$ cat config.mk
export PLATFORM = sky130hd
export DESIGN_NAME = cache_req_queue
export DESIGN_NICKNAME = d
export VERILOG_FILES = /design/src/rtl/cache_pkg.sv /design/src/rtl/req_fifo.sv /design/src/rtl/cache_req_queue.sv
export SDC_FILE = /design/constraint.sdc
export NUM_CORES = 1
export LEC_CHECK = 0
export ABC_AREA = 1
export BUFFER_PORTS_ARGS = -buffer_cell sky130_fd_sc_hd__buf_2
export CAP_MARGIN = 5
export CORE_ASPECT_RATIO = 0.7
export CORE_UTILIZATION = 25
export DETAILED_ROUTE_END_ITERATION = 12
export GPL_TIMING_DRIVEN = 0
export PLACE_DENSITY = 0.44
export SLEW_MARGIN = 20
export SYNTH_ARGS = -nofsm -noshare
export SYNTH_HDL_FRONTEND = slang
export SYNTH_HIERARCHICAL = 1
export SYNTH_SLANG_ARGS = --single-unit
$ cat constraint.sdc
create_clock -name clk -period 6.5 [get_ports clk]
set_input_delay 1.3 -clock clk [delete_from_list [all_inputs] [get_ports clk]]
set_output_delay 1.3 -clock clk [all_outputs]
set_load 0.05 [all_outputs]
$ cat src/rtl/cache_pkg.sv
// Shared types and widths for the data-cache request path.
// Address layout is {tag, index, offset}; the queue itself treats it as opaque.
package cache_pkg;

  localparam int ADDR_W   = 27;
  localparam int DATA_W   = 32;
  localparam int TAG_W    = 13;
  localparam int INDEX_W  = 10;
  localparam int OFFSET_W = 4;

  typedef struct packed {
    logic              is_wr;
    logic [ADDR_W-1:0] addr;
    logic [DATA_W-1:0] data;
  } req_t;

  typedef enum logic {
    S_IDLE,
    S_WAIT
  } issue_state_e;

endpackage

$ cat src/rtl/req_fifo.sv
// Circular FIFO of req_t with up to two pushes and one pop per cycle.
// The second push slot is only meaningful together with the first; it lands behind it.
module req_fifo
  import cache_pkg::*;
#(
  parameter  int DEPTH = 4,
  localparam int PTR_W = $clog2(DEPTH),
  localparam int CNT_W = $clog2(DEPTH + 1)
) (
  input  logic             clk,
  input  logic             rstn,
  input  logic             i_push_a,
  input  req_t             i_push_a_data,
  input  logic             i_push_b,
  input  req_t             i_push_b_data,
  input  logic             i_pop,
  output req_t             o_head,
  output logic [CNT_W-1:0] o_count,
  output logic [CNT_W-1:0] o_count_next
);

  req_t             r_mem [DEPTH];
  logic [PTR_W-1:0] r_head;
  logic [PTR_W-1:0] r_tail;
  logic [CNT_W-1:0] r_count;
  logic [PTR_W-1:0] w_tail_p1;
  logic [1:0]       w_push_n;
  logic             w_pop;

  assign w_tail_p1    = r_tail + PTR_W'(1);
  assign w_push_n     = {1'b0, i_push_a} + {1'b0, i_push_b};
  assign w_pop        = i_pop && (r_count != '0);
  assign o_count_next = r_count + CNT_W'(w_push_n) - CNT_W'(w_pop);
  assign o_head       = r_mem[r_head];
  assign o_count      = r_count;

  // Storage carries no reset; entries are only observed while count is non-zero.
  always_ff @(posedge clk) begin
    if (i_push_a) r_mem[r_tail] <= i_push_a_data;
    if (i_push_b) r_mem[w_tail_p1] <= i_push_b_data;
  end

  always_ff @(posedge clk or negedge rstn) begin
    if (!rstn) begin
      r_head  <= '0;
      r_tail  <= '0;
      r_count <= '0;
    end else begin
      r_tail  <= r_tail + PTR_W'(w_push_n);
      r_head  <= r_head + PTR_W'(w_pop);
      r_count <= o_count_next;
    end
  end

endmodule

$ cat src/rtl/cache_req_queue.sv
// In-order request queue between the core and the data cache.
// Writes are posted; one cache transaction is outstanding at a time, so reads never pass older writes.
module cache_req_queue
  import cache_pkg::*;
#(
  parameter  int DEPTH = 4,
  localparam int CNT_W = $clog2(DEPTH + 1)
) (
  input  logic              clk,
  input  logic              rstn,
  input  logic              core2q_rd_en,
  input  logic [ADDR_W-1:0] core2q_rd_addr,
  input  logic              core2q_wr_en,
  input  logic [ADDR_W-1:0] core2q_wr_addr,
  input  logic [DATA_W-1:0] core2q_wr_data,
  output logic              q2core_wr_fin,
  output logic              q2core_rd_fin,
  output logic [DATA_W-1:0] q2core_rd_data,
  output logic              q2core_full,
  output logic              q2core_overflow,
  output logic              q2cache_rd_en,
  output logic [ADDR_W-1:0] q2cache_rd_addr,
  output logic              q2cache_wr_en,
  output logic [ADDR_W-1:0] q2cache_wr_addr,
  output logic [DATA_W-1:0] q2cache_wr_data,
  input  logic              cache2q_rd_fin,
  input  logic              cache2q_wr_fin,
  input  logic [DATA_W-1:0] cache2q_rd_data
);

  issue_state_e      r_state;
  issue_state_e      w_next_state;
  logic              r_cur_is_wr;
  logic [ADDR_W-1:0] r_rd_addr;
  logic [ADDR_W-1:0] r_wr_addr;
  logic [DATA_W-1:0] r_wr_data;
  logic              r_wr_fin;
  logic              r_rd_fin;
  logic [DATA_W-1:0] r_rd_data;
  logic              r_full;
  logic              r_overflow;

  logic              w_acc_wr;
  logic              w_acc_rd;
  logic              w_push_a;
  logic              w_push_b;
  req_t              w_wr_req;
  req_t              w_rd_req;
  req_t              w_push_a_data;
  req_t              w_head;
  logic [CNT_W-1:0]  w_count;
  logic [CNT_W-1:0]  w_count_next;
  logic              w_issue;
  logic              w_pop;

  // A simultaneous read and write enqueue as two entries, write ahead of read.
  assign w_acc_wr      = core2q_wr_en && !r_full;
  assign w_acc_rd      = core2q_rd_en && !r_full;
  assign w_wr_req      = '{is_wr: 1'b1, addr: core2q_wr_addr, data: core2q_wr_data};
  assign w_rd_req      = '{is_wr: 1'b0, addr: core2q_rd_addr, data: '0};
  assign w_push_a      = w_acc_wr || w_acc_rd;
  assign w_push_b      = w_acc_wr && w_acc_rd;
  assign w_push_a_data = w_acc_wr ? w_wr_req : w_rd_req;

  req_fifo #(.DEPTH(DEPTH)) u_fifo (
    .clk          (clk),
    .rstn         (rstn),
    .i_push_a     (w_push_a),
    .i_push_a_data(w_push_a_data),
    .i_push_b     (w_push_b),
    .i_push_b_data(w_rd_req),
    .i_pop        (w_pop),
    .o_head       (w_head),
    .o_count      (w_count),
    .o_count_next (w_count_next)
  );

  always_comb begin
    w_next_state = r_state;
    w_issue      = 1'b0;
    w_pop        = 1'b0;
    case (r_state)
      S_IDLE: begin
        if (w_count != '0) begin
          w_issue      = 1'b1;
          w_next_state = S_WAIT;
        end
      end
      S_WAIT: begin
        if (r_cur_is_wr ? cache2q_wr_fin : cache2q_rd_fin) begin
          w_pop        = 1'b1;
          w_next_state = S_IDLE;
        end
      end
      default: w_next_state = S_IDLE;
    endcase
  end

  // During the issue cycle the head is presented directly; afterwards the latched copy holds.
  assign q2cache_wr_en   = w_issue && w_head.is_wr;
  assign q2cache_rd_en   = w_issue && !w_head.is_wr;
  assign q2cache_wr_addr = q2cache_wr_en ? w_head.addr : r_wr_addr;
  assign q2cache_wr_data = q2cache_wr_en ? w_head.data : r_wr_data;
  assign q2cache_rd_addr = q2cache_rd_en ? w_head.addr : r_rd_addr;

  assign q2core_wr_fin   = r_wr_fin;
  assign q2core_rd_fin   = r_rd_fin;
  assign q2core_rd_data  = r_rd_data;
  assign q2core_full     = r_full;
  assign q2core_overflow = r_overflow;

  always_ff @(posedge clk or negedge rstn) begin
    if (!rstn) begin
      r_state     <= S_IDLE;
      r_cur_is_wr <= 1'b0;
      r_rd_addr   <= '0;
      r_wr_addr   <= '0;
      r_wr_data   <= '0;
      r_wr_fin    <= 1'b0;
      r_rd_fin    <= 1'b0;
      r_rd_data   <= '0;
      r_full      <= 1'b0;
      r_overflow  <= 1'b0;
    end else begin
      r_state    <= w_next_state;
      r_wr_fin   <= w_acc_wr;
      r_rd_fin   <= w_pop && !r_cur_is_wr;
      r_full     <= w_count_next > CNT_W'(DEPTH - 2);
      r_overflow <= r_overflow || (r_full && (core2q_rd_en || core2q_wr_en));
      if (w_issue) begin
        r_cur_is_wr <= w_head.is_wr;
        if (w_head.is_wr) begin
          r_wr_addr <= w_head.addr;
          r_wr_data <= w_head.data;
        end else begin
          r_rd_addr <= w_head.addr;
        end
      end
      if (w_pop && !r_cur_is_wr) r_rd_data <= cache2q_rd_data;
    end
  end

endmodule
* After elaboration in Yosys (flattened, before gate mapping)
Memory sizes are Yosys's and may differ from the RTL's. Index checks and enable logic that the tools add are counted.
Storage, ports and cells: bits in registers 131, memory bits (writable) 240, input port bits 124, output and inout bits 124, logic and storage cells 55, memories 1
Operators by class: add/subtract/negate cells 6, order comparisons 1, muxes and demuxes 15, bitwise logic cells 2, reductions and logical operators 17
Memory list:
- u_fifo.r_mem | depth 4, bits a word 60, read ports 1, clocked after Yosys merged registers in 0, write ports 2, line req_fifo.sv:22 | req_t r_mem [DEPTH];
Operators with widths (count):
- $mux W60 | 1
- $mux W27 | 2
- $mux W32 | 1
- $mux W1 | 10
- $logic_and A1 B1 Y1 | 8
- $reduce_and A2 Y1 | 2
- $add A3 B2 Y3 | 1
- $gt A3 B2 Y1 const B | 1
- $logic_not A1 Y1 | 3
- $logic_or A1 B1 Y1 | 3
- $reduce_bool A3 Y1 | 1
- $sub A3 B1 Y3 | 1
- $add A1 B1 Y2 | 1
- $add A2 B1 Y2 | 1
- $add A2 B1 Y2 const B | 1
- $add A2 B2 Y2 | 1
- $not A1 Y1 | 2
- $pmux W1 S2 | 1

* Depth between registers and ports, before layout
Gate-level depths: netlist of the first run.
depth after elaboration 7, gate-level depth with buffers 14

* Modules after synthesis
Netlist of the first run, hierarchy kept.
By module, submodules not included:
- req_fifo | times used 1, cells an instance 1799, area an instance 14015.9 µm², sequential area each 7382.1 µm²
- cache_req_queue | times used 1, cells an instance 770, area an instance 5968.2 µm², sequential area each 3103.0 µm²

* Least setup slack after synthesis of the first run
OpenSTA, ideal clock, no wires.
kind input -> register, start input core2q_wr_en, end memory u_fifo/r_mem[1][0] (netlist bit) (enable), library setup time 0.664 ns, arrival 3.433 ns, required time 5.836 ns, setup slack 2.403 ns, cell stages on the path 8, path buffers 4, cells stage by stage nand2_1 -> clkbuf_1 -> nor2_1 -> buf_2 -> buf_4 -> nand2_1 -> buf_2 -> nand2_1
RTL lines:
- from (decl) | line cache_req_queue.sv:13 | input logic core2q_wr_en,
- to (decl) | line req_fifo.sv:22

==> results of run 1 <==
==> per-stage QoR <==
| step | hold slack (ns) | util [%] | total power [mW] | cells | TNS, ns |
|---|---|---|---|---|---|
| global route | 0.481 | 31.1 | 14.6 | 4086 | 0 |
| floorplan | 0.437 | - | 8.92 | 2700 | 0 |
| CTS | 0.466 | 31.1 | 13.8 | 4085 | 0 |
| global placement | 0.447 | 29.2 | 11.4 | 4003 | -113.96 |
| finish | 0.460 | 31.1 | 13.7 | 4086 | 0 |
| detailed placement | 0.451 | 29.4 | 11.4 | 4008 | 0 |
==> placed cells by master (no fill, tap or decap), types with 2 or more instances in the layout <==
cell type and instances:
sky130_fd_sc_hd__buf_6 3, sky130_fd_sc_hd__buf_16 2, sky130_fd_sc_hd__o21ai_0 29, sky130_fd_sc_hd__o21ai_1 32, sky130_fd_sc_hd__inv_4 3, sky130_fd_sc_hd__clkinv_2 17, sky130_fd_sc_hd__buf_4 11, sky130_fd_sc_hd__buf_1 6
sky130_fd_sc_hd__buf_12 3, sky130_fd_sc_hd__nand2_4 5, sky130_fd_sc_hd__clkinv_1 6, sky130_fd_sc_hd__buf_2 350, sky130_fd_sc_hd__inv_2 3, sky130_fd_sc_hd__edfxtp_1 240, sky130_fd_sc_hd__nand2_1 1115, sky130_fd_sc_hd__nand3_2 3
sky130_fd_sc_hd__nand3_1 186, sky130_fd_sc_hd__nor2_1 36, sky130_fd_sc_hd__inv_1 350, sky130_fd_sc_hd__dfrtp_1 131, sky130_fd_sc_hd__bufinv_16 2, sky130_fd_sc_hd__clkbuf_8 5, sky130_fd_sc_hd__conb_1 132, sky130_fd_sc_hd__nor2_2 2
sky130_fd_sc_hd__inv_6 2, sky130_fd_sc_hd__ha_1 6, sky130_fd_sc_hd__clkbuf_1 58, sky130_fd_sc_hd__clkbuf_16 42, sky130_fd_sc_hd__nand4_1 238
==> where the power goes <==
part	internal (mW)	switching, mW
logic	1.66	6.01
clock network	1.33	1.06
registers	3.44	0.206
total	6.43	7.27
==> path summary, 6_finish.rpt <==
kind                             startpoint                   to  cells past startpoint
max in group asynchronous              rstn         r_wr_addr[0]                      2
setup / recovery           u_fifo/r_head[1]  q2cache_wr_data[15]                     10
hold / removal                 r_wr_addr[0]         r_wr_addr[0]                      2
min in group asynchronous              rstn        r_wr_addr[22]                      1
setup reg to reg                q2core_full  u_fifo/r_mem[1][30]                     10
hold reg to reg                r_wr_addr[0]         r_wr_addr[0]                      2
==> area by class of cell <==
type | count | area [sq um] | share of cell area, %
multi-input cells | 1793 | 7810 | 31.8
plain buffers | 179 | 866 | 3.53
inverters | 357 | 1350 | 5.50
repair buffers | 252 | 1360 | 5.55
clock buffers | 50 | 1130 | 4.61
well taps | 1056 | 1320 | 5.39
flip-flops and latches | 371 | 10500 | 42.8
clock inverters | 27 | 198 | 0.806
diodes | 1 | 2.50 | 0.0102
==> layer usage <==
metal | wire (um) | track usage (%) | up-vias
li1 | - | - | 8967
met3 | 4160 | 3.16 | 63
met5 | 23 | 0 | -
met4 | 989 | 3.54 | 4
met1 | 36900 | 27.2 | 8255
met2 | 30000 | 25.3 | 414
==> registers in the layout (all words and copies together), names as in the netlist <==
register	cells
u_fifo/r_tail	2
u_fifo/o_count	3
u_fifo/r_head	2
q2core_wr_fin	1
r_state	1
r_rd_addr	27
r_cur_is_wr	1
u_fifo/r_mem	240
r_wr_data	32
q2core_rd_fin	1
q2core_full	1
r_wr_addr	27
q2core_overflow	1
q2core_rd_data	32
==> kinds of logic after synthesis <==
family | share of synthesized area, %
other | 0.0188
adder cells (fa/ha/maj) | 0.476
buffers and inverters | 11.1
AO/OA/AOI/OAI | 1.67
flip-flops | 52.5
XOR/XNOR | 0.0438
AND/OR/NAND/NOR | 34.3
==> worst max-delay path: cells and delay by family (launching register included) <==
kind          cells  cell delay, ns
flops             1            0.35
buf+inv           6            2.29
simple gates      4            0.82
==> metrics.json, run 1 <==
{
  "run_status": {
    "status": "finished, final reports clean"
  },
  "floorplanning": {
    "floorplan.die_area_sq_um": 81100,
    "floorplan.core_area_sq_um": 78900,
    "initial_utilization_pct": 25.3,
    "design.portCount": 248,
    "die_height_um": 239,
    "chipWidth_um": 340,
    "row_count": 86
  },
  "cts": {
    "insertion_delay_ns": 0.59,
    "cts_buffer_depth": 3,
    "clock_tree_from_tritoncts": "done",
    "post-cts-setup-buffer-count": 0,
    "clock_sinks": 371,
    "cts_hold_buffers": 0,
    "htreeDepth": 2,
    "clk_pin_slew_ns": 0.06,
    "clk_root_buffer_cell": "sky130_fd_sc_hd__clkbuf_16",
    "cts_resized": 0,
    "tritoncts.num_buffers": 42
  },
  "layout": {
    "nFillCells": 8542,
    "postLayoutCellArea_sq_um": 24500,
    "post_route_cells_drive_above_1_share_pct": 15.1,
    "num-nets-final": 3127,
    "layout-area-overhead-vs-synth_pct": 22.7
  },
  "setup_path": {
    "worstPathArrival_ns": 4.07,
    "worst_path_largest_cell_delay_ns": 0.60,
    "cp-start-kind": "flop",
    "r2r_slack_ns": 2.06,
    "critical_path_required_ns": 5.20,
    "end_kind": "output pin",
    "critical-path-slowest-cell": "sky130_fd_sc_hd__clkbuf_1",
    "worstPathMaxFanout": 10,
    "crit_chain": "buf_2 -> clkinv_1 -> clkbuf_1 -> nand3_1 -> nand2_1 -> buf_4 -> clkbuf_1 -> nand4_1 -> nand2_1 -> buf_2",
    "path_class": "reg2out"
  },
  "detailed_routing": {
    "route.detailed.vias_per_inst": 4.33,
    "wl_cell_um": 17.6,
    "drt-pass1-iter-count": 7,
    "postRouteWirelength_mm": 72.0,
    "drtIter0Drc": 1237,
    "post_route_drc": 0,
    "route.vias.total": 17700,
    "drtAntennaViolNets": 0
  },
  "synth": {
    "synth-seq-cells": 371,
    "synth_sequential_area_ratio_pct": 52.5,
    "yosys_cell_types": 31,
    "postSynthAreaPerCell_sq_um": 7.78,
    "netlist_instances": 2569,
    "synthMostInstantiatedCell": "sky130_fd_sc_hd__nand2_1",
    "syn-cell-area_sq_um": 20000,
    "ranking_of_synthesized_cells_by_instance_count": "1119 x sky130_fd_sc_hd__nand2_1, 350 x sky130_fd_sc_hd__inv_1, 240 x sky130_fd_sc_hd__edfxtp_1",
    "synth-edff-count": 240,
    "netlist_top_cells_area": "sky130_fd_sc_hd__edfxtp_1 36%, sky130_fd_sc_hd__nand2_1 21%, sky130_fd_sc_hd__dfrtp_1 16%",
    "ys_warnings": 6,
    "async_reset_ff_share_pct": 35.3,
    "synthDominantAreaCellType": "sky130_fd_sc_hd__edfxtp_1",
    "synth_top_cell_area_share_pct": 36.1,
    "yosys_most_used_dff": "sky130_fd_sc_hd__edfxtp_1"
  },
  "timing": {
    "finalHoldViolations": 0,
    "fin_crit_ns": 5.37,
    "grt_setup_unrepaired": "false",
    "skew_ns": 0.0277,
    "fin_ws_ns": 1.13,
    "worst_slew_pin_slew_ns": 1.07,
    "final_max_slew_viol_count": 0,
    "setup_viol": 0,
    "slew-limit-headroom_pct": 28.5,
    "achievable_clock_frequency_ghz": 0.186,
    "fraction_of_the_cycle_the_final_worst_path_needs_pct": 82.6
  },
  "placed_design": {
    "placement.cell_area_sq_um": 23200,
    "place_worst_setup_slack_ns": 1.08,
    "place.detailed.hpwl_mm": 51.8,
    "gp_routability_congestion": 0.786,
    "io_buffer_count": 247
  },
  "global_route": {
    "antenna_found_initial": 8,
    "grt_pass1_wl_mm": 107,
    "largest_net_degree_at_the_start_of_global_routing": 88,
    "grt_pass1_vias": 16500,
    "globalRouteOverflowTotal": 0,
    "global_route.usage.total_pct": 17.6
  },
  "worst_hold_path": {
    "worst_hold_path_type": "reg2reg"
  },
  "job": {
    "drv_cap": 0
  },
  "power_and_ir_drop": {
    "peakVddDrop_uv": 318,
    "powerDensity_nw_per_um2": 559,
    "power_leakage_nw": 12.8
  }
}
Note: power is estimated with default switching activity, not from simulation.
==> inputs of run 2 (changes only) <==
--- a/config.mk
+++ b/config.mk
@@ -12,7 +12,7 @@
 export CORE_UTILIZATION = 25
 export DETAILED_ROUTE_END_ITERATION = 12
 export GPL_TIMING_DRIVEN = 0
-export PLACE_DENSITY = 0.44
+export PLACE_DENSITY = 0.45
 export SLEW_MARGIN = 20
 export SYNTH_ARGS = -nofsm -noshare
 export SYNTH_HDL_FRONTEND = slang
==> constraint.sdc (replaced) <==
create_clock -name clk -period 4.7 [get_ports clk]
set_input_delay 0.94 -clock clk [delete_from_list [all_inputs] [get_ports clk]]
set_output_delay 0.94 -clock clk [all_outputs]
set_load 0.05 [all_outputs]
==> metrics.json, run 2 (synthesized netlist as in run 1, its figures left out) <==
{
  "cts": {
    "insertion_delay": {"value": 0.59, "unit": "ns", "change": "about the same"},
    "clk_pin_slew": {"value": 0.06, "unit": "ns", "change": "about the same"},
    "htreeDepth": {"value": 2, "change": "unchanged"},
    "cts_buffer_depth": {"value": 3, "change": "unchanged"},
    "cts_hold_buffers": {"value": 0, "change": "unchanged"},
    "tritoncts.num_buffers": {"value": 42, "change": "unchanged"},
    "clock_sinks": {"value": 371, "change": "unchanged"},
    "post-cts-setup-buffer-count": {"value": 0, "change": "unchanged"},
    "clock_tree_from_tritoncts": {"value": "done", "change": "unchanged"},
    "clk_root_buffer_cell": {"value": "sky130_fd_sc_hd__clkbuf_16", "change": "unchanged"}
  },
  "layout": {
    "final_common_cell": {"value": "sky130_fd_sc_hd__nand2_1", "change": "unchanged"},
    "layout-area-overhead-vs-synth": {"value": 23.1, "unit": "%", "change": "was 22.7%"},
    "post_route_cells_drive_above_1_share": {"value": 14.9, "unit": "%", "change": "was 15.1%"},
    "most-common-layout-cells": {"value": "1115 x sky130_fd_sc_hd__nand2_1, 350 x sky130_fd_sc_hd__inv_1, 350 x sky130_fd_sc_hd__buf_2, 240 x sky130_fd_sc_hd__edfxtp_1, 238 x sky130_fd_sc_hd__nand4_1", "change": "unchanged"},
    "regMostFlops": {"value": "u_fifo/r_mem", "change": "unchanged"},
    "flip_flop_count_of_the_largest_register_after_layout": {"value": 240, "change": "unchanged"},
    "final_core_utilization": {"value": 31.2, "unit": "%", "change": "was 31.1%"},
    "num-nets-final": {"value": 3126, "change": "was 3127"}
  },
  "power_and_ir_drop": {
    "power_leakage": {"value": 12.8, "unit": "nW", "change": "about the same"},
    "powerDensity": {"value": 775, "unit": "nW/um^2", "change": "was 559 nW/um^2"},
    "register_share_of_total_power": {"value": 26.5, "unit": "%", "change": "was 26.6%"},
    "power_frac_clock": {"value": 18.1, "unit": "%", "change": "was 17.4%"},
    "power_switching": {"value": 9.97, "unit": "mW", "change": "was 7.27 mW"},
    "power_report.internal_total": {"value": 9.09, "unit": "mW", "change": "was 6.43 mW"},
    "logic_gate_share_of_total_power": {"value": 55.4, "unit": "%", "change": "was 56.0%"},
    "sw_frac_of_total": {"value": 52.3, "unit": "%", "change": "was 53.1%"},
    "peakVddDrop": {"value": 476, "unit": "uV", "change": "was 318 uV"}
  },
  "setup_path": {
    "cp-start-kind": {"value": "flop", "change": "unchanged"},
    "worstPathArrival": {"value": 3.60, "unit": "ns", "change": "was 4.07 ns"},
    "end_point_of_the_critical_path": {"value": "q2cache_wr_data[18]", "change": "was q2cache_wr_data[15]"},
    "rr_startpoint": {"value": "q2core_full", "change": "unchanged"},
    "critical_path_required": {"value": 3.76, "unit": "ns", "change": "was 5.20 ns"},
    "path_class": {"value": "reg2out", "change": "unchanged"},
    "r2r_slack": {"value": 0.33, "unit": "ns", "change": "was 2.06 ns"},
    "crit-reg2reg-capture": {"value": "u_fifo/r_mem[1][22]", "change": "was u_fifo/r_mem[1][30]"},
    "setup.worst_path.start": {"value": "u_fifo/r_head[0]", "change": "was u_fifo/r_head[1]"},
    "end_kind": {"value": "output pin", "change": "unchanged"},
    "worstPathMaxFanout": {"value": 10, "change": "unchanged"},
    "rr_worst_depth": {"value": 10, "change": "unchanged"}
  },
  "global_route": {
    "largest_net_degree_at_the_start_of_global_routing": {"value": 88, "change": "unchanged"},
    "global_route.usage.total": {"value": 17.7, "unit": "%", "change": "was 17.6%"},
    "globalRouteOverflowTotal": {"value": 0, "change": "unchanged"},
    "antenna_found_initial": {"value": 5, "change": "was 8"},
    "grt_pass1_vias": {"value": 17100, "change": "was 16500"},
    "grt_pass1_wl": {"value": 108, "unit": "mm", "change": "was 107 mm"}
  },
  "timing": {
    "fraction_of_the_cycle_the_final_worst_path_needs_pct": 96.7,
    "fin_ws": {"value": 0.157, "unit": "ns", "change": "was 1.13 ns"},
    "final_max_slew_viol_count": {"value": 0, "change": "unchanged"},
    "achievable_clock_frequency_ghz": 0.220,
    "finalHoldViolations": {"value": 0, "change": "unchanged"},
    "setup_viol": {"value": 0, "change": "unchanged"},
    "slew-limit-headroom": {"value": 28.5, "unit": "%", "change": "about the same"},
    "fin_crit_ns": 4.54,
    "worst_slew_pin_slew": {"value": 1.07, "unit": "ns", "change": "about the same"},
    "skew": {"value": 0.0237, "unit": "ns", "change": "was 0.0277 ns"},
    "grt_setup_unrepaired": {"value": "false", "change": "unchanged"},
    "timing.setup.tns": {"value": 0, "unit": "ns", "change": "unchanged"}
  },
  "floorplanning": {
    "die_height": {"value": 239, "unit": "um", "change": "unchanged"},
    "initial_utilization": {"value": 25.3, "unit": "%", "change": "unchanged"},
    "row_count": {"value": 86, "change": "unchanged"},
    "design.portCount": {"value": 248, "change": "unchanged"},
    "chipWidth": {"value": 340, "unit": "um", "change": "unchanged"},
    "floorplan.die_area": {"value": 81100, "unit": "sq um", "change": "unchanged"},
    "floorplan.core_area": {"value": 78900, "unit": "sq um", "change": "unchanged"}
  },
  "detailed_routing": {
    "wl_cell": {"value": 17.6, "unit": "um", "change": "about the same"},
    "drt-pass1-iter-count": {"value": 6, "change": "was 7"},
    "route.detailed.vias_per_inst": {"value": 4.36, "change": "was 4.33"},
    "postRouteWirelength": {"value": 71.9, "unit": "mm", "change": "was 72.0 mm"},
    "drtIter0Drc": {"value": 1472, "change": "was 1237"},
    "post_route_drc": {"value": 0, "change": "unchanged"},
    "route.vias.total": {"value": 17800, "change": "was 17700"},
    "drtAntennaViolNets": {"value": 0, "change": "unchanged"}
  },
  "run_status": {
    "status": {"value": "finished, final reports clean", "change": "unchanged"}
  },
  "placed_design": {
    "place_worst_setup_slack": {"value": -0.309, "unit": "ns", "change": "was 1.08 ns"},
    "gp_routability_congestion": {"value": 0.803, "change": "was 0.786"},
    "place.detailed.hpwl": {"value": 51.5, "unit": "mm", "change": "was 51.8 mm"},
    "io_buffer_count": {"value": 247, "change": "unchanged"}
  },
  "worst_hold_path": {
    "worst_hold_path_type": {"value": "in2async", "change": "was reg2reg"}
  },
  "job": {
    "drv_cap": {"value": 0, "change": "unchanged"}
  }
}
## run 2: changes by cell type in the layout (fill, tap and decap cells not counted)
cell	previous run	this run
sky130_fd_sc_hd__buf_12	3	4
sky130_fd_sc_hd__clkbuf_1	58	67
sky130_fd_sc_hd__inv_6	2	0
sky130_fd_sc_hd__buf_16	2	1
sky130_fd_sc_hd__clkinv_2	17	7
sky130_fd_sc_hd__clkinv_8	1	0
sky130_fd_sc_hd__clkinv_1	6	3
sky130_fd_sc_hd__clkbuf_2	0	1
sky130_fd_sc_hd__clkbuf_16	42	46
sky130_fd_sc_hd__diode_2	1	3
sky130_fd_sc_hd__bufinv_16	2	3
## run 2: cell type report
cell class / instances / area, sq um
flip-flops and latches: 371 / 10500
multi-input cells: 1793 / 7810
clock inverters: 12 / 131
diodes: 3 / 7.51
inverters: 357 / 1350
clock buffers: 65 / 1270
repair buffers: 252 / 1350
plain buffers: 178 / 863
well taps: 1056 / 1320
fillers: 8575 / 54300
## run 2: metrics by stage
stage | instances | area (sq um) | hold WS [ns] | power, mW
2_1_floorplan | 2700 | 20500 | 0.437 | 12.3
3_3_place_gp | 4003 | 23000 | 0.448 | 15.7
3_5_place_dp | 4008 | 23200 | 0.452 | 15.7
4_1_cts | 4085 | 24600 | 0.265 | 19.3
5_1_grt | 4084 | 24600 | 0.294 | 20.3
6_report | 4087 | 24600 | 0.275 | 19.1
## run 2: power by group through the flow
stage / Sequential [mW] / Combinational, mW / Clock, mW
after floorplan: 5.59 / 6.75 / 0
after global placement: 5.17 / 10.5 / 0
after detailed placement: 5.11 / 10.6 / 0
after CTS: 5.05 / 10.7 / 3.55
after global routing: 5.15 / 11.5 / 3.66
final: 5.05 / 10.6 / 3.45
## run 2: how the worst min path moves through the flow
stage	startpoint	endpoint	slack (ns)	cells past startpoint
finish	rstn	r_wr_data[5]	0.28	1
detailed placement	r_wr_addr[11]	r_wr_addr[11]	0.45	2
global route	rstn	r_wr_data[5]	0.29	1
floorplan	r_rd_addr[0]	r_rd_addr[0]	0.44	2
CTS	rstn	r_wr_data[5]	0.26	1
global placement	r_wr_data[25]	r_wr_data[25]	0.45	2
## run 2: worst max-delay path: stages (launching register included)
cell and delay [ns]:
sky130_fd_sc_hd__dfrtp_1 0.44, sky130_fd_sc_hd__inv_1 0.11, sky130_fd_sc_hd__buf_2 0.39, sky130_fd_sc_hd__buf_2 0.36, sky130_fd_sc_hd__nand2_1 0.08, sky130_fd_sc_hd__nand3_1 0.07
sky130_fd_sc_hd__nand2_1 0.07, sky130_fd_sc_hd__buf_4 0.20, sky130_fd_sc_hd__nand3_2 0.32, sky130_fd_sc_hd__buf_2 0.32, sky130_fd_sc_hd__nand2_1 0.11, sky130_fd_sc_hd__nand2_1 0.22
sky130_fd_sc_hd__buf_2 0.32
## run 2: layer usage
metal  global-route usage [%]  share of wire (%)
met5                        0              0.018
met4                     4.34                2.0
met3                     2.38                5.5
met2                     25.9                 42
met1                     27.1                 51
## run 2: timing repair
item,4_1_cts,5_1_grt
pin swaps,0,0
gates resized for setup,1,2
setup endpoints to repair,22,17
==> inputs of run 3 (changes only) <==
--- a/config.mk
+++ b/config.mk
@@ -6,13 +6,13 @@
 export NUM_CORES = 1
 export LEC_CHECK = 0
 export ABC_AREA = 1
-export BUFFER_PORTS_ARGS = -buffer_cell sky130_fd_sc_hd__buf_2
 export CAP_MARGIN = 5
 export CORE_ASPECT_RATIO = 0.7
 export CORE_UTILIZATION = 25
 export DETAILED_ROUTE_END_ITERATION = 12
+export DONT_BUFFER_PORTS = 1
 export GPL_TIMING_DRIVEN = 0
-export PLACE_DENSITY = 0.45
+export PLACE_DENSITY = 0.43
 export SLEW_MARGIN = 20
 export SYNTH_ARGS = -nofsm -noshare
 export SYNTH_HDL_FRONTEND = slang
==> metrics.json, run 3 (synthesized netlist as in run 1, its figures left out) <==
{
  "timing": {
    "grt_setup_unrepaired": {"value": "false", "change": "unchanged"},
    "fraction_of_the_cycle_the_final_worst_path_needs": {"value": 96.1, "unit": "%", "change": "was 96.7%"},
    "worst_slew_pin_slew": {"value": 0.865, "unit": "ns", "change": "was 1.07 ns"},
    "fin_ws": {"value": 0.186, "unit": "ns", "change": "was 0.157 ns"},
    "fin_crit": {"value": 4.51, "unit": "ns", "change": "was 4.54 ns"},
    "final_max_slew_viol_count": {"value": 0, "change": "unchanged"},
    "achievable_clock_frequency": {"value": 0.222, "unit": "GHz", "change": "was 0.220 GHz"},
    "slew-limit-headroom": {"value": 42.2, "unit": "%", "change": "was 28.5%"},
    "timing.setup.tns": {"value": 0, "unit": "ns", "change": "unchanged"},
    "finalHoldViolations": {"value": 0, "change": "unchanged"},
    "setup_viol": {"value": 0, "change": "unchanged"},
    "skew": {"value": 0.0267, "unit": "ns", "change": "was 0.0237 ns"}
  },
  "power_and_ir_drop": {
    "register_share_of_total_power": {"value": 30.9, "unit": "%", "change": "was 26.5%"},
    "power_frac_clock": {"value": 17.9, "unit": "%", "change": "was 18.1%"},
    "peakVddDrop": {"value": 434, "unit": "uV", "change": "was 476 uV"},
    "power_report.internal_total": {"value": 8.33, "unit": "mW", "change": "was 9.09 mW"},
    "report.power.total": {"value": 18.1, "unit": "mW", "change": "was 19.1 mW"},
    "power_switching": {"value": 9.73, "unit": "mW", "change": "was 9.97 mW"},
    "logic_gate_share_of_total_power": {"value": 51.1, "unit": "%", "change": "was 55.4%"},
    "power_leakage": {"value": 11.7, "unit": "nW", "change": "was 12.8 nW"},
    "sw_frac_of_total": {"value": 53.9, "unit": "%", "change": "was 52.3%"},
    "powerDensity": {"value": 776, "unit": "nW/um^2", "change": "was 775 nW/um^2"}
  },
  "placed_design": {
    "place.detailed.hpwl": {"value": 51.5, "unit": "mm", "change": "about the same"},
    "gp_routability_congestion": {"value": 0.793, "change": "was 0.803"},
    "io_buffer_count": {"value": 0, "change": "was 247"},
    "place_worst_setup_slack": {"value": -0.153, "unit": "ns", "change": "was -0.309 ns"}
  },
  "setup_path": {
    "end_kind": {"value": "output pin", "change": "unchanged"},
    "worstPathMaxFanout": {"value": 10, "change": "unchanged"},
    "rr_worst_depth": {"value": 10, "change": "unchanged"},
    "crit_chain": {"value": "buf_2 -> clkbuf_1 -> nand3_1 -> nand2_1 -> buf_4 -> clkbuf_1 -> nand4_1 -> nand2_1", "change": "was inv_1 -> buf_2 -> buf_2 -> nand2_1 -> nand3_1 -> nand2_1 -> buf_4 -> nand3_2 -> buf_2 -> nand2_1 -> nand2_1 -> buf_2"},
    "path_class": {"value": "reg2out", "change": "unchanged"},
    "worstPathArrival": {"value": 3.57, "unit": "ns", "change": "was 3.60 ns"},
    "cp-start-kind": {"value": "flop", "change": "unchanged"},
    "worst_path_largest_cell_delay": {"value": 0.50, "unit": "ns", "change": "was 0.44 ns"},
    "critical-path-slowest-cell": {"value": "sky130_fd_sc_hd__clkbuf_1", "change": "was sky130_fd_sc_hd__dfrtp_1"},
    "critical_path_required": {"value": 3.76, "unit": "ns", "change": "about the same"}
  },
  "cts": {
    "insertion_delay": {"value": 0.59, "unit": "ns", "change": "about the same"},
    "cts_buffer_depth": {"value": 3, "change": "unchanged"},
    "clock_tree_from_tritoncts": {"value": "done", "change": "unchanged"},
    "tritoncts.num_buffers": {"value": 42, "change": "unchanged"},
    "clk_pin_slew": {"value": 0.06, "unit": "ns", "change": "about the same"},
    "htreeDepth": {"value": 2, "change": "unchanged"},
    "clock_sinks": {"value": 371, "change": "unchanged"},
    "clk_root_buffer_cell": {"value": "sky130_fd_sc_hd__clkbuf_16", "change": "unchanged"}
  },
  "floorplanning": {
    "die_height": {"value": 239, "unit": "um", "change": "unchanged"},
    "chipWidth": {"value": 340, "unit": "um", "change": "unchanged"},
    "floorplan.core_area": {"value": 78900, "unit": "sq um", "change": "unchanged"},
    "initial_utilization": {"value": 25.3, "unit": "%", "change": "unchanged"},
    "floorplan.die_area": {"value": 81100, "unit": "sq um", "change": "unchanged"},
    "row_count": {"value": 86, "change": "unchanged"},
    "design.portCount": {"value": 248, "change": "unchanged"}
  },
  "detailed_routing": {
    "postRouteWirelength": {"value": 70.6, "unit": "mm", "change": "was 71.9 mm"},
    "wl_cell": {"value": 18.4, "unit": "um", "change": "was 17.6 um"},
    "drtAntennaViolNets": {"value": 0, "change": "unchanged"},
    "drtIter0Drc": {"value": 1448, "change": "was 1472"},
    "post_route_drc": {"value": 0, "change": "unchanged"},
    "route.vias.total": {"value": 17200, "change": "was 17800"},
    "route.detailed.vias_per_inst": {"value": 4.48, "change": "was 4.36"},
    "drt-pass1-iter-count": {"value": 5, "change": "was 6"}
  },
  "global_route": {
    "globalRouteOverflowTotal": {"value": 0, "change": "unchanged"},
    "grt_pass1_wl": {"value": 105, "unit": "mm", "change": "was 108 mm"},
    "global_route.usage.total": {"value": 17.3, "unit": "%", "change": "was 17.7%"},
    "antenna_found_initial": {"value": 9, "change": "was 5"},
    "largest_net_degree_at_the_start_of_global_routing": {"value": 132, "change": "was 88"},
    "grt_pass1_vias": {"value": 16500, "change": "was 17100"}
  },
  "layout": {
    "final_core_utilization": {"value": 29.5, "unit": "%", "change": "was 31.2%"},
    "multi_input_combinational_cell_area": {"value": 7820, "unit": "sq um", "change": "was 7810 sq um"},
    "most-common-layout-cells": {"value": "1114 x sky130_fd_sc_hd__nand2_1, 350 x sky130_fd_sc_hd__inv_1, 240 x sky130_fd_sc_hd__edfxtp_1, 238 x sky130_fd_sc_hd__nand4_1, 186 x sky130_fd_sc_hd__nand3_1", "change": "was 1115 x sky130_fd_sc_hd__nand2_1, 350 x sky130_fd_sc_hd__inv_1, 350 x sky130_fd_sc_hd__buf_2, 240 x sky130_fd_sc_hd__edfxtp_1, 238 x sky130_fd_sc_hd__nand4_1"},
    "layout-area-overhead-vs-synth": {"value": 16.4, "unit": "%", "change": "was 23.1%"},
    "final-seq-area": {"value": 10500, "unit": "sq um", "change": "unchanged"},
    "nFillCells": {"value": 8501, "change": "was 8575"},
    "regMostFlops": {"value": "u_fifo/r_mem", "change": "unchanged"},
    "post_route_cells_drive_above_1_share": {"value": 7.48, "unit": "%", "change": "was 14.9%"},
    "final_common_cell": {"value": "sky130_fd_sc_hd__nand2_1", "change": "unchanged"},
    "num-nets-final": {"value": 2878, "change": "was 3126"},
    "flip_flop_count_of_the_largest_register_after_layout": {"value": 240, "change": "unchanged"}
  },
  "job": {
    "drv_cap": {"value": 0, "change": "unchanged"}
  },
  "worst_hold_path": {
    "worst_hold_path_type": {"value": "in2async", "change": "unchanged"}
  },
  "run_status": {
    "status": {"value": "finished, final reports clean", "change": "unchanged"}
  }
}
[run 3: power by group through the flow]
| stage | logic (mW) | clock network [mW] | registers, mW |
|---|---|---|---|
| final | 9.24 | 3.23 | 5.59 |
| after global placement | 9.06 | 0 | 5.72 |
| after floorplan | 6.75 | 0 | 5.59 |
| after detailed placement | 9.27 | 0 | 5.66 |
| after CTS | 9.30 | 3.35 | 5.60 |
| after global routing | 10.1 | 3.47 | 5.68 |
[run 3: critical path: cells and delay by family (launching register included)]
kind                   cells  cell delay (ns)
AND/OR/NAND/NOR            4             1.16
flip-flops                 1             0.32
buffers and inverters      4             1.50
[run 3: worst paths after layout]
check / startpoint / endpoint / slack (ns)
setup / recovery: u_fifo/r_head[1] / q2cache_wr_data[10] / 0.19
hold / removal: rstn / q2core_rd_data[4] / 0.06
setup reg to reg: q2core_full / u_fifo/r_mem[1][28] / 0.39
hold reg to reg: r_wr_data[19] / r_wr_data[19] / 0.46
max in group asynchronous: rstn / r_wr_data[30] / 4.35
min in group clk: r_wr_data[19] / r_wr_data[19] / 0.46
[run 3: layout make-up]
| class | count | share of cell area, % |
|---|---|---|
| antenna | 3 | 0.0323 |
| tap | 1056 | 5.68 |
| timing repair buffer | 4 | 0.409 |
| buffer | 178 | 3.71 |
| clock buffer | 60 | 5.29 |
| multi-input combinational | 1793 | 33.6 |
| sequential | 371 | 45.1 |
| clock inverter | 17 | 0.387 |
| inverter | 357 | 5.80 |
[run 3: through the flow]
step                      cells  instance area (sq um)  hold WS (ns)
after floorplan            2700                  20500         0.437
after CTS                  3836                  23200        0.0110
after detailed placement   3760                  21900         0.453
after global placement     3756                  21800         0.449
final                      3839                  23300        0.0554
after global routing       3839                  23300        0.0200
[run 3: per-layer routing]
| layer | GRT usage (%) | up-vias | routed length, um |
|---|---|---|---|
| li1 | - | 8476 | - |
| met1 | 25.3 | 8130 | 34200 |
| met2 | 25.8 | 505 | 30400 |
| met3 | 3.46 | 77 | 4850 |
| met4 | 4.40 | 8 | 1140 |
| met5 | 0 | - | 55 |
[run 3: what timing repair did]
item                                    CTS  global route
endpoints found under the setup margin   59            75
hold buffers                              0             0
buffers inserted                          0             0
gates resized for setup                   3             1
